$ cat src/rtl/div16_pkg.sv
// Shared types and constants for the iterative 16-bit divider.
// Optional feature macro: DIV16_SIGNED_EN (two's-complement operands, extra FIX state).
package div16_pkg;

  typedef enum logic [1:0] {
    IDLE = 2'd0,
    RUN  = 2'd1,
    FIX  = 2'd2,
    DONE = 2'd3
  } div16_state_e;

  localparam int unsigned DIV16_W     = 16;
  localparam int unsigned DIV16_ITERS = 16;
  localparam int unsigned DIV16_CNT_W = 5;

  localparam logic [DIV16_W-1:0] DIV16_DZ_Q = 16'hFFFF;

endpackage

$ cat src/rtl/cla16.sv
// CLA16: 16-bit two-level carry-lookahead adder (4 groups of 4 bits).
module cla16 (
  input  logic [15:0] i_a,
  input  logic [15:0] i_b,
  input  logic        i_cin,
  output logic [15:0] o_sum,
  output logic        o_cout
);

  logic [15:0] w_g;
  logic [15:0] w_p;
  logic [15:0] w_c;
  logic [3:0]  w_gg;
  logic [3:0]  w_gp;
  logic [3:0]  w_gc;

  assign w_g = i_a & i_b;
  assign w_p = i_a ^ i_b;

  // Group generate/propagate, block-level carries, then in-group carries.
  always_comb begin
    w_gg   = '0;
    w_gp   = '0;
    w_gc   = '0;
    w_c    = '0;
    o_cout = 1'b0;
    for (int j = 0; j < 4; j++) begin
      w_gg[j] = w_g[4*j+3]
              | (w_p[4*j+3] & w_g[4*j+2])
              | (w_p[4*j+3] & w_p[4*j+2] & w_g[4*j+1])
              | (w_p[4*j+3] & w_p[4*j+2] & w_p[4*j+1] & w_g[4*j]);
      w_gp[j] = &w_p[4*j +: 4];
    end
    w_gc[0] = i_cin;
    w_gc[1] = w_gg[0] | (w_gp[0] & i_cin);
    w_gc[2] = w_gg[1] | (w_gp[1] & w_gg[0]) | (w_gp[1] & w_gp[0] & i_cin);
    w_gc[3] = w_gg[2] | (w_gp[2] & w_gg[1]) | (w_gp[2] & w_gp[1] & w_gg[0])
            | (w_gp[2] & w_gp[1] & w_gp[0] & i_cin);
    o_cout  = w_gg[3] | (w_gp[3] & w_gg[2]) | (w_gp[3] & w_gp[2] & w_gg[1])
            | (w_gp[3] & w_gp[2] & w_gp[1] & w_gg[0]) | ((&w_gp) & i_cin);
    for (int j = 0; j < 4; j++) begin
      w_c[4*j]   = w_gc[j];
      w_c[4*j+1] = w_g[4*j] | (w_p[4*j] & w_gc[j]);
      w_c[4*j+2] = w_g[4*j+1] | (w_p[4*j+1] & w_g[4*j])
                 | (w_p[4*j+1] & w_p[4*j] & w_gc[j]);
      w_c[4*j+3] = w_g[4*j+2] | (w_p[4*j+2] & w_g[4*j+1])
                 | (w_p[4*j+2] & w_p[4*j+1] & w_g[4*j])
                 | (w_p[4*j+2] & w_p[4*j+1] & w_p[4*j] & w_gc[j]);
    end
  end

  assign o_sum = w_p ^ w_c;

endmodule

$ cat src/rtl/sub16.sv
// sub16: trial subtractor for the restoring divider, built on CLA16 as X + ~Y + 1.
module sub16
  import div16_pkg::*;
(
  input  logic [DIV16_W:0]   i_rem_shifted,
  input  logic [DIV16_W-1:0] i_divisor,
  output logic [DIV16_W-1:0] o_diff,
  output logic               o_ge
);

  logic w_co;

  cla16 u_cla16 (
    .i_a    (i_rem_shifted[DIV16_W-1:0]),
    .i_b    (~i_divisor),
    .i_cin  (1'b1),
    .o_sum  (o_diff),
    .o_cout (w_co)
  );

  // Divisor has a zero 17th bit, so a set top bit of the shifted remainder always fits.
  assign o_ge = i_rem_shifted[DIV16_W] | w_co;

endmodule

$ cat src/rtl/div16_seq.sv
// div16_seq: iterative restoring divider, one quotient bit per clock.
// Optional feature macro: DIV16_SIGNED_EN (signed operands, one extra FIX cycle).
module div16_seq
  import div16_pkg::*;
#(
  parameter int unsigned WIDTH = DIV16_W  // only 16 is supported
) (
  input  logic             clk,
  input  logic             rst,
  input  logic             start,
  input  logic [WIDTH-1:0] X,
  input  logic [WIDTH-1:0] Y,
  output logic [WIDTH-1:0] Q,
  output logic [WIDTH-1:0] R,
  output logic             busy,
  output logic             done,
  output logic             dz
);

  div16_state_e r_state, w_state_next;

  logic [DIV16_W-1:0]     r_quo, w_quo_next;
  logic [DIV16_W-1:0]     r_rem, w_rem_next;
  logic [DIV16_W-1:0]     r_div, w_div_next;
  logic [DIV16_CNT_W-1:0] r_cnt, w_cnt_next;
  logic [DIV16_W-1:0]     r_q, w_q_next;
  logic [DIV16_W-1:0]     r_r, w_r_next;
  logic                   r_dz, w_dz_next;

  logic [DIV16_W:0]   w_rem_shift;
  logic [DIV16_W-1:0] w_diff;
  logic               w_ge;
  logic [DIV16_W-1:0] w_quo_iter;
  logic [DIV16_W-1:0] w_rem_iter;
  logic [DIV16_W-1:0] w_x_op;
  logic [DIV16_W-1:0] w_y_op;

`ifdef DIV16_SIGNED_EN
  logic r_neg_q, w_neg_q_next;
  logic r_neg_r, w_neg_r_next;

  assign w_x_op = X[DIV16_W-1] ? (~X + 16'd1) : X;
  assign w_y_op = Y[DIV16_W-1] ? (~Y + 16'd1) : Y;
`else
  assign w_x_op = X;
  assign w_y_op = Y;
`endif

  // Shifted {rem, quo} MSB feeds the trial subtraction.
  assign w_rem_shift = {r_rem, r_quo[DIV16_W-1]};

  sub16 u_sub16 (
    .i_rem_shifted (w_rem_shift),
    .i_divisor     (r_div),
    .o_diff        (w_diff),
    .o_ge          (w_ge)
  );

  assign w_quo_iter = {r_quo[DIV16_W-2:0], w_ge};
  assign w_rem_iter = w_ge ? w_diff : w_rem_shift[DIV16_W-1:0];

  // Next-state and datapath updates.
  always_comb begin
    w_state_next = r_state;
    w_quo_next   = r_quo;
    w_rem_next   = r_rem;
    w_div_next   = r_div;
    w_cnt_next   = r_cnt;
    w_q_next     = r_q;
    w_r_next     = r_r;
    w_dz_next    = r_dz;
`ifdef DIV16_SIGNED_EN
    w_neg_q_next = r_neg_q;
    w_neg_r_next = r_neg_r;
`endif
    case (r_state)
      IDLE: begin
        if (start) begin
          if (Y == '0) begin
            w_q_next     = DIV16_DZ_Q;
            w_r_next     = X;
            w_dz_next    = 1'b1;
            w_state_next = DONE;
          end else begin
            w_quo_next   = w_x_op;
            w_div_next   = w_y_op;
            w_rem_next   = '0;
            w_cnt_next   = '0;
`ifdef DIV16_SIGNED_EN
            w_neg_q_next = X[DIV16_W-1] ^ Y[DIV16_W-1];
            w_neg_r_next = X[DIV16_W-1];
`endif
            w_state_next = RUN;
          end
        end
      end
      RUN: begin
        w_quo_next = w_quo_iter;
        w_rem_next = w_rem_iter;
        w_cnt_next = r_cnt + DIV16_CNT_W'(1);
        if (r_cnt == DIV16_CNT_W'(DIV16_ITERS - 1)) begin
`ifdef DIV16_SIGNED_EN
          w_state_next = FIX;
`else
          // Load results on entry to DONE so they are valid while done is high.
          w_q_next     = w_quo_iter;
          w_r_next     = w_rem_iter;
          w_dz_next    = 1'b0;
          w_state_next = DONE;
`endif
        end
      end
`ifdef DIV16_SIGNED_EN
      FIX: begin
        w_q_next     = r_neg_q ? (~r_quo + 16'd1) : r_quo;
        w_r_next     = r_neg_r ? (~r_rem + 16'd1) : r_rem;
        w_dz_next    = 1'b0;
        w_state_next = DONE;
      end
`endif
      DONE: begin
        w_state_next = IDLE;
      end
      default: begin
        w_state_next = IDLE;
      end
    endcase
  end

  // State and datapath registers with synchronous reset.
  always_ff @(posedge clk) begin
    if (rst) begin
      r_state <= IDLE;
      r_quo   <= '0;
      r_rem   <= '0;
      r_div   <= '0;
      r_cnt   <= '0;
      r_q     <= '0;
      r_r     <= '0;
      r_dz    <= 1'b0;
`ifdef DIV16_SIGNED_EN
      r_neg_q <= 1'b0;
      r_neg_r <= 1'b0;
`endif
    end else begin
      r_state <= w_state_next;
      r_quo   <= w_quo_next;
      r_rem   <= w_rem_next;
      r_div   <= w_div_next;
      r_cnt   <= w_cnt_next;
      r_q     <= w_q_next;
      r_r     <= w_r_next;
      r_dz    <= w_dz_next;
`ifdef DIV16_SIGNED_EN
      r_neg_q <= w_neg_q_next;
      r_neg_r <= w_neg_r_next;
`endif
    end
  end

  assign busy = (r_state == RUN) || (r_state == FIX);
  assign done = (r_state == DONE);
  assign Q    = r_q;
  assign R    = r_r;
  assign dz   = r_dz;

endmodule

$ cat config.mk
export PLATFORM = sky130hd
export DESIGN_NAME = div16_seq
export DESIGN_NICKNAME = d
export VERILOG_FILES = /design/src/rtl/div16_pkg.sv /design/src/rtl/cla16.sv /design/src/rtl/sub16.sv /design/src/rtl/div16_seq.sv
export SDC_FILE = /design/constraint.sdc
export NUM_CORES = 1
export LEC_CHECK = 0
export ABC_CLOCK_PERIOD_IN_PS = 3740
export CAP_MARGIN = 20
export CORE_MARGIN = 10
export CORE_UTILIZATION = 50
export DETAILED_ROUTE_END_ITERATION = 16
export PLACE_DENSITY = 0.75
export SKIP_LAST_GASP = 1
export SYNTH_ARGS = -nofsm -noshare
export SYNTH_HDL_FRONTEND = slang
export SYNTH_SLANG_ARGS = --single-unit
$ cat constraint.sdc
create_clock -name clk -period 3.74 [get_ports clk]
set_clock_uncertainty 0.1 [all_clocks]
set_input_delay 0.748 -clock clk [delete_from_list [all_inputs] [get_ports clk]]
set_output_delay 0.748 -clock clk [all_outputs]
set_load 0.01 [all_outputs]
==> results.rst, run 1 <==
.. list-table::
   :header-rows: 1

   * - Metric
     - Value
   * - Most instantiated flip-flop cell in the synthesis netlist
     - sky130_fd_sc_hd__dfxtp_1
   * - Cells resized by post-CTS repair
     - 0
   * - Tmin final
     - 3.04 ns
   * - Mapped Area
     - 0.00454 mm^2
   * - Worst IR Drop VDD
     - approximately 0.32 mV
   * - Required @ worst endpoint
     - slightly below 4 ns
   * - Number of antenna violations at the first check in global routing
     - 0
   * - Leading post-synthesis cells by cell area
     - sky130_fd_sc_hd__dfxtp_1 39%, sky130_fd_sc_hd__nor2_1 7.1%, sky130_fd_sc_hd__mux2i_1 6.4%
   * - Clock buffers created by TritonCTS
     - 9
   * - Max Clock Freq
     - between 0.3 and 0.4 GHz
   * - Proportion of register bits with asynchronous set or reset after synthesis
     - 0%
   * - Cell-by-cell trace of the critical path
     - inv_1, ha_1, o21ai_1, a211oi_4, a21oi_2, a21oi_4, mux2i_1, mux2i_1, a211oi_1
   * - Number of distinct library cells after synthesis
     - 58
   * - Worst-path cell with the longest stage delay
     - sky130_fd_sc_hd__a21oi_4
   * - Routed Wire Length
     - 11300 um
   * - Most frequent CP cell
     - sky130_fd_sc_hd__mux2i_1
   * - Number of warnings reported in the yosys synthesis log
     - 0
   * - Via density
     - 5.56
   * - Biggest area consumer among synthesized cells
     - sky130_fd_sc_hd__dfxtp_1
   * - Post-synthesis cell count
     - 538
   * - Count of placed standard cells including taps
     - between 600 and 700
   * - Min-Delay Path Class
     - flip-flop to flip-flop
   * - Clock input transition at the sequential cells of the worst setup and hold paths
     - roughly 0.09 ns
   * - Count leader, synth
     - sky130_fd_sc_hd__dfxtp_1
   * - Average size of a mapped cell
     - 8.45 um^2
   * - RePlAce Congestion
     - 0.827
   * - LEAKAGE
     - 2.04 nW
   * - Multi-input logic area
     - 0.00255 mm^2
   * - Fillers
     - 751
   * - H-tree levels
     - 3
   * - Worst endpoint data arrival time
     - 3.23 ns
   * - Post CTS Setup Buffer Count
     - 0
   * - Clock tree from TritonCTS
     - yes
   * - Measured slew at the worst slew-check pin
     - 0.836 ns
   * - Top-area cell type share of the netlist area
     - between 30% and 40%
   * - Max stage delay on crit path
     - around 0.6 ns
   * - Cell family with the largest share of critical-path delay
     - compound AO/OA/AOI/OAI gates
   * - Detailed-route via count
     - approximately 4.0k
   * - Hold-fix buffers at CTS
     - 0
   * - Number of inserted diodes
     - 0
   * - Number of maximum-capacitance constraint violations
     - 0
   * - Count of input and output buffers
     - 69
   * - Clock root buffer master
     - sky130_fd_sc_hd__clkbuf_8
   * - Sequential cell area fraction in the yosys report
     - about 39%
   * - Drt initial violations
     - 174
   * - Synthesized Nets
     - 598
   * - Relative slew slack
     - approximately 44%
   * - Crit Path Class
     - flip-flop to flip-flop
   * - Pin count of the biggest net entering global routing
     - 49
   * - Share of final-layout standard cells stronger than drive strength 1
     - under 10%
   * - Worst path bufs/invs
     - 1
   * - Total global routing track utilization
     - 17.0%
   * - Post-synth EDFFs
     - 0
   * - Critical Path Source Type
     - flip-flop
   * - Antenna-violating nets left
     - 0
   * - Final hold violations
     - 0
   * - Die area
     - 0.0133 mm^2
   * - CTS Sinks
     - 88
   * - Non-filler cells, final
     - 711
   * - Portion of the clock cycle consumed by the worst path in the final layout
     - 81.3%
   * - Aggregate negative setup slack
     - 0 ns
   * - RSZ-0062 raised after global routing
     - false
   * - Post-synthesis sequential element count
     - 88
   * - Power density over the cells
     - between 800 and 900 mW/mm^2
   * - Initial standard-cell utilization of the core
     - 51.9%
   * - Drt wl/cell
     - 15.8 um
   * - Remaining design rule violation count
     - 0
   * - Setup WS post-layout
     - 0.698 ns
   * - Sequential Area
     - 0.00176 mm^2
   * - Die boundary height
     - ~120 um
   * - Overall power consumption
     - between 4 and 5 mW
   * - I/O pins
     - 70
   * - Run status
     - finished clean
   * - Count of TritonRoute iterations in the first routing pass
     - 4
   * - Wire length of the first global-routing pass
     - about 18000 um
   * - Clock Latency Late Sink
     - 0.37 ns
   * - Endpoint class of the critical path
     - flip-flop
   * - Buffers from clock root to sink, at most
     - 2
   * - Core area
     - 0.00876 mm^2
   * - Fin. max-slew vios
     - 0
   * - Number of global-route vias before repair
     - 3882
   * - Final global-route overflow total
     - 0
   * - Commonest cells post-synth
     - 88 x sky130_fd_sc_hd__dfxtp_1, 86 x sky130_fd_sc_hd__nor2_1, 51 x sky130_fd_sc_hd__a21oi_1
   * - Number of rows created at floorplan
     - 34
   * - Post-synthesis to final-layout area growth
     - 21.7%
   * - Detailed placer's ending HPWL
     - 8500 um
   * - Finish-stage setup viols
     - 0
   * - Highest fanout seen on the critical path
     - 22
   * - Post-layout nets
     - 658
   * - Horizontal die dimension
     - 115 um
   * - Worst slack at placement
     - 0.431 ns
layout by cell type, fill, tap and decap left out, types with 3 or more instances in the layout:
cell,Yosys,final
sky130_fd_sc_hd__a211o_1,5,5
sky130_fd_sc_hd__a211oi_1,25,25
sky130_fd_sc_hd__a211oi_2,3,3
sky130_fd_sc_hd__a21oi_1,51,51
sky130_fd_sc_hd__a22o_1,3,3
sky130_fd_sc_hd__a31oi_1,3,3
sky130_fd_sc_hd__buf_4,0,13
sky130_fd_sc_hd__clkbuf_8,0,10
sky130_fd_sc_hd__clkdlybuf4s50_1,0,68
sky130_fd_sc_hd__dfxtp_1,88,88
sky130_fd_sc_hd__fa_1,3,3
sky130_fd_sc_hd__ha_1,22,21
sky130_fd_sc_hd__inv_1,30,30
sky130_fd_sc_hd__mux2i_1,29,29
sky130_fd_sc_hd__nand2_1,26,26
sky130_fd_sc_hd__nand2b_1,24,24
sky130_fd_sc_hd__nand3_1,5,5
sky130_fd_sc_hd__nor2_1,86,86
sky130_fd_sc_hd__nor3_1,5,5
sky130_fd_sc_hd__nor3b_1,3,3
sky130_fd_sc_hd__nor4_1,4,4
sky130_fd_sc_hd__o21ai_0,27,27
sky130_fd_sc_hd__o21ai_1,8,8
sky130_fd_sc_hd__o32ai_1,3,3
sky130_fd_sc_hd__or3_1,5,5
sky130_fd_sc_hd__xnor2_1,6,6
sky130_fd_sc_hd__xor2_1,5,5
worst paths after layout:
check | from | slack [ns] | endpoint | cells after the start
max reg2reg | r_quo[15] | 0.70 | R[0] | 9
min reg2reg | Q[3] | 0.37 | Q[3] | 2
max | r_quo[15] | 0.70 | R[0] | 9
min | Q[3] | 0.37 | Q[3] | 2
metal layers:
| layer | wire length [um] | global-route usage, % | vias to the layer above |
|---|---|---|---|
| met5 | 0 | 0 | - |
| met4 | 293 | 8.42 | 0 |
| met3 | 633 | 3.80 | 22 |
| met2 | 5140 | 27.0 | 109 |
| met1 | 5190 | 21.1 | 1835 |
| li1 | - | - | 1987 |
flip-flops by register name (all words and copies together), names as in the netlist:
register,flops
r_div,16
r_cnt,5
r_state,2
Q,16
dz,1
R,16
r_quo,16
r_rem,16
tightest hold or removal path, cell delays in order (launching register included):
cell                       delay [ns]
sky130_fd_sc_hd__dfxtp_1         0.32
sky130_fd_sc_hd__nand2b_1        0.06
sky130_fd_sc_hd__a21oi_1         0.05
where the power goes:
part,total (mW),internal [mW],switching (mW)
clock,0.637,0.266,0.371
combinational,2.40,1.11,1.29
sequential,1.44,1.25,0.192
total,4.48,2.62,1.85
final cells by class:
cell class	instances	area share (%)
timing repair buffer	82	14.2
clock inverter	6	0.905
multi-input combinational	386	46.1
clock buffer	10	2.49
inverter	31	2.10
sequential	88	31.8
tap	108	2.44
cells by family after synthesis:
logic type / Yosys count / synth area share (%)
DFF: 88 / 38.8
adders and majority gates: 25 / 7.38
buffers and inverters: 64 / 5.67
muxes: 31 / 6.88
xor gates and xnor gates: 11 / 2.12
and+or+nand+nor: 173 / 17.9
AOI/OAI and AO/OA: 146 / 21.3
metrics by stage:
stage / utilization (%) / hold WS, ns / cell area [um^2]
floorplan: - / 0.332 / 4540
global placement: 61.0 / 0.339 / 5340
detailed placement: 61.0 / 0.357 / 5340
CTS: 63.1 / 0.372 / 5530
global route: 63.1 / 0.399 / 5530
finish: 63.1 / 0.370 / 5530
Note: power is estimated with default switching activity, not from simulation.
==> inputs of run 2 (changes only) <==
--- a/config.mk
+++ b/config.mk
@@ -5,7 +5,7 @@
 export SDC_FILE = /design/constraint.sdc
 export NUM_CORES = 1
 export LEC_CHECK = 0
-export ABC_CLOCK_PERIOD_IN_PS = 3740
+export ABC_CLOCK_PERIOD_IN_PS = 2800
 export CAP_MARGIN = 20
 export CORE_MARGIN = 10
 export CORE_UTILIZATION = 50
==> constraint.sdc (replaced) <==
create_clock -name clk -period 2.8 [get_ports clk]
set_clock_uncertainty 0.1 [all_clocks]
set_input_delay 0.56 -clock clk [delete_from_list [all_inputs] [get_ports clk]]
set_output_delay 0.56 -clock clk [all_outputs]
set_load 0.01 [all_outputs]
==> run 2 against run 1 <==
  * Register-to-register slack got worse by 0.58 ns
  * Hold slack got worse by 0.0086 ns
  * Die area did not move
  * Combinational power rose by 45%
  * Non-clock buffer count rose by 18
  * Count of clock-buffer cells in the layout did not move
  * Critical endpoint is now R[12]
  * Largest cell class unchanged
==> results.rst, run 2 (synthesis gave the netlist of run 1 again) <==
.. list-table::
   :header-rows: 1

   * - Metric
     - Value
   * - Run status
     - finished clean
   * - Min-Delay Path Class
     - flip-flop to flip-flop
   * - Wire length of the first global-routing pass
     - 18800 um
   * - Final cell area excluding filler cells
     - 0.00574 mm^2
   * - Cell-by-cell trace of the critical path
     - inv_1, ha_1, a21oi_2, o21bai_2, a221oi_4, and2_1, fa_1, mux2i_2, mux2i_1, a211oi_2
   * - Finish-stage setup viols
     - 0
   * - Post-synthesis to final-layout area growth
     - 26.3%
   * - Worst-path cell with the longest stage delay
     - sky130_fd_sc_hd__fa_1
   * - Max stage delay on crit path
     - 0.42 ns
   * - Pin count of the biggest net entering global routing
     - 46
   * - Portion of the clock cycle consumed by the worst path in the final layout
     - 95.7%
   * - Via density
     - 5.43
   * - Horizontal die dimension
     - 115 um
   * - Worst IR Drop VDD
     - 0.508 mV
   * - Power density over the cells
     - roughly 1100 mW/mm^2
   * - Setup WS post-layout
     - approximately 0.12 ns
   * - Measured slew at the worst slew-check pin
     - 0.736 ns
   * - Final hold violations
     - 0
   * - Number of rows created at floorplan
     - 34
   * - Die boundary height
     - 115 um
   * - Crit Path Class
     - flip-flop to flip-flop
   * - Detailed placer's ending HPWL
     - 8750 um
   * - Final global-route overflow total
     - 0
   * - Clock root buffer master
     - sky130_fd_sc_hd__clkbuf_8
   * - Non-filler cells, final
     - 729
   * - Max Clock Freq
     - ~0.37 GHz
   * - H-tree levels
     - 3
   * - Number of global-route vias before repair
     - a little under 4k
   * - Register-to-register setup slack
     - 0.12 ns
   * - RePlAce Congestion
     - 0.864
   * - Die area
     - between 0.01 and 0.015 mm^2
   * - Clock input transition at the sequential cells of the worst setup and hold paths
     - approximately 0.10 ns
   * - Remaining design rule violation count
     - 0
   * - Buffers from clock root to sink, at most
     - 2
   * - Count of input and output buffers
     - 69
   * - I/O pins
     - 70
   * - Number of inserted diodes
     - 0
   * - Drt wl/cell
     - around 16 um
   * - Overall power consumption
     - 6.29 mW
   * - Antenna-violating nets left
     - 0
   * - Leading cell type in the layout, fill and taps excluded
     - sky130_fd_sc_hd__dfxtp_1
   * - Initial standard-cell utilization of the core
     - 51.9%
   * - Number of antenna violations at the first check in global routing
     - 0
   * - Worst slack at placement
     - -0.0360 ns
   * - Cell family with the largest share of critical-path delay
     - compound AO/OA/AOI/OAI gates
   * - Fin. max-slew vios
     - 0
   * - CTS Sinks
     - about 90
   * - Tmin final
     - between 2 and 3 ns
   * - Count of placed standard cells including taps
     - 711
   * - Worst endpoint data arrival time
     - 2.87 ns
   * - Number of maximum-capacitance constraint violations
     - 0
   * - Routed Wire Length
     - 11400 um
   * - Required @ worst endpoint
     - 2.99 ns
   * - Endpoint class of the critical path
     - flip-flop
   * - Highest fanout seen on the critical path
     - 5
   * - Post-layout nets
     - 676
   * - Detailed-route via count
     - 3961
   * - Worst path bufs/invs
     - 1
   * - LEAKAGE
     - 2.15 nW
   * - Count of TritonRoute iterations in the first routing pass
     - 4
   * - Drt initial violations
     - 197
   * - Relative slew slack
     - 50.9%
   * - Share of final-layout standard cells stronger than drive strength 1
     - 11.4%
   * - Critical Path Source Type
     - flip-flop
   * - Hold-fix buffers at CTS
     - 0
   * - Fillers
     - 762
   * - Clock Latency Late Sink
     - around 0.36 ns
   * - Clock buffers created by TritonCTS
     - 9
   * - Clock tree from TritonCTS
     - yes
   * - Placed inst area
     - approximately 0.0055 mm^2
   * - Total global routing track utilization
     - 17.1%
   * - Commonest cells after routing, fill and taps aside
     - 88 x sky130_fd_sc_hd__dfxtp_1, 86 x sky130_fd_sc_hd__nor2_1, 68 x sky130_fd_sc_hd__clkdlybuf4s50_1, 50 x sky130_fd_sc_hd__a21oi_1, 30 x sky130_fd_sc_hd__inv_1
   * - Core area
     - ~0.0088 mm^2
[run 2: worst reg2reg max path, delay by kind of cell, from the launching register on]
kind | cells | cell delay [ns]
flops | 1 | 0.32
simple gates | 1 | 0.18
compound gates | 4 | 0.83
fa+ha+maj | 2 | 0.79
mux | 2 | 0.34
buf+inv | 1 | 0.06
[run 2: final timing paths]
path	start	to	cells past startpoint
max reg2reg	r_div[9]	R[12]	10
min reg2reg	r_cnt[4]	r_cnt[4]	2
min	r_cnt[4]	r_cnt[4]	2
max	r_div[9]	R[12]	10
[run 2: layer usage]
layer | track usage (%) | wire length (um) | share of wire [%]
met5 | 0 | 0 | 0
met4 | 6.60 | 237 | 2.1
met3 | 3.39 | 627 | 5.5
met2 | 28.4 | 5300 | 47
met1 | 21.2 | 5220 | 46
[run 2: report_power, final]
| group | internal (mW) | switching, mW | leakage [nW] |
|---|---|---|---|
| Clock | 0.418 | 0.478 | 0.0933 |
| Sequential | 1.67 | 0.255 | 0.720 |
| Combinational | 1.68 | 1.79 | 1.34 |
| Total | 3.76 | 2.52 | 2.15 |
[run 2: cell type report]
cell class	instances	area, um^2	area share (%)
Tap cell	108	135	2.35
Sequential cell	88	1760	30.7
Clock inverter	6	67.6	1.18
Clock buffer	10	128	2.22
Inverter	31	116	2.03
Multi-Input combinational cell	386	2580	44.9
Timing Repair Buffer	100	956	16.7
[run 2: what timing repair did]
item | 4_1_cts | 5_1_grt
gates resized for setup | 0 | 5
setup endpoints to repair | 0 | 4
setup buffers | 0 | 2
[run 2: through the flow]
stage | utilization [%] | hold WS [ns] | setup TNS (ns)
floorplan | - | 0.332 | 0
global placement | 62.8 | 0.342 | 0
detailed placement | 62.8 | 0.352 | -0.225
CTS | 65.0 | 0.365 | 0
global route | 65.5 | 0.386 | -0.0113
finish | 65.5 | 0.362 | 0
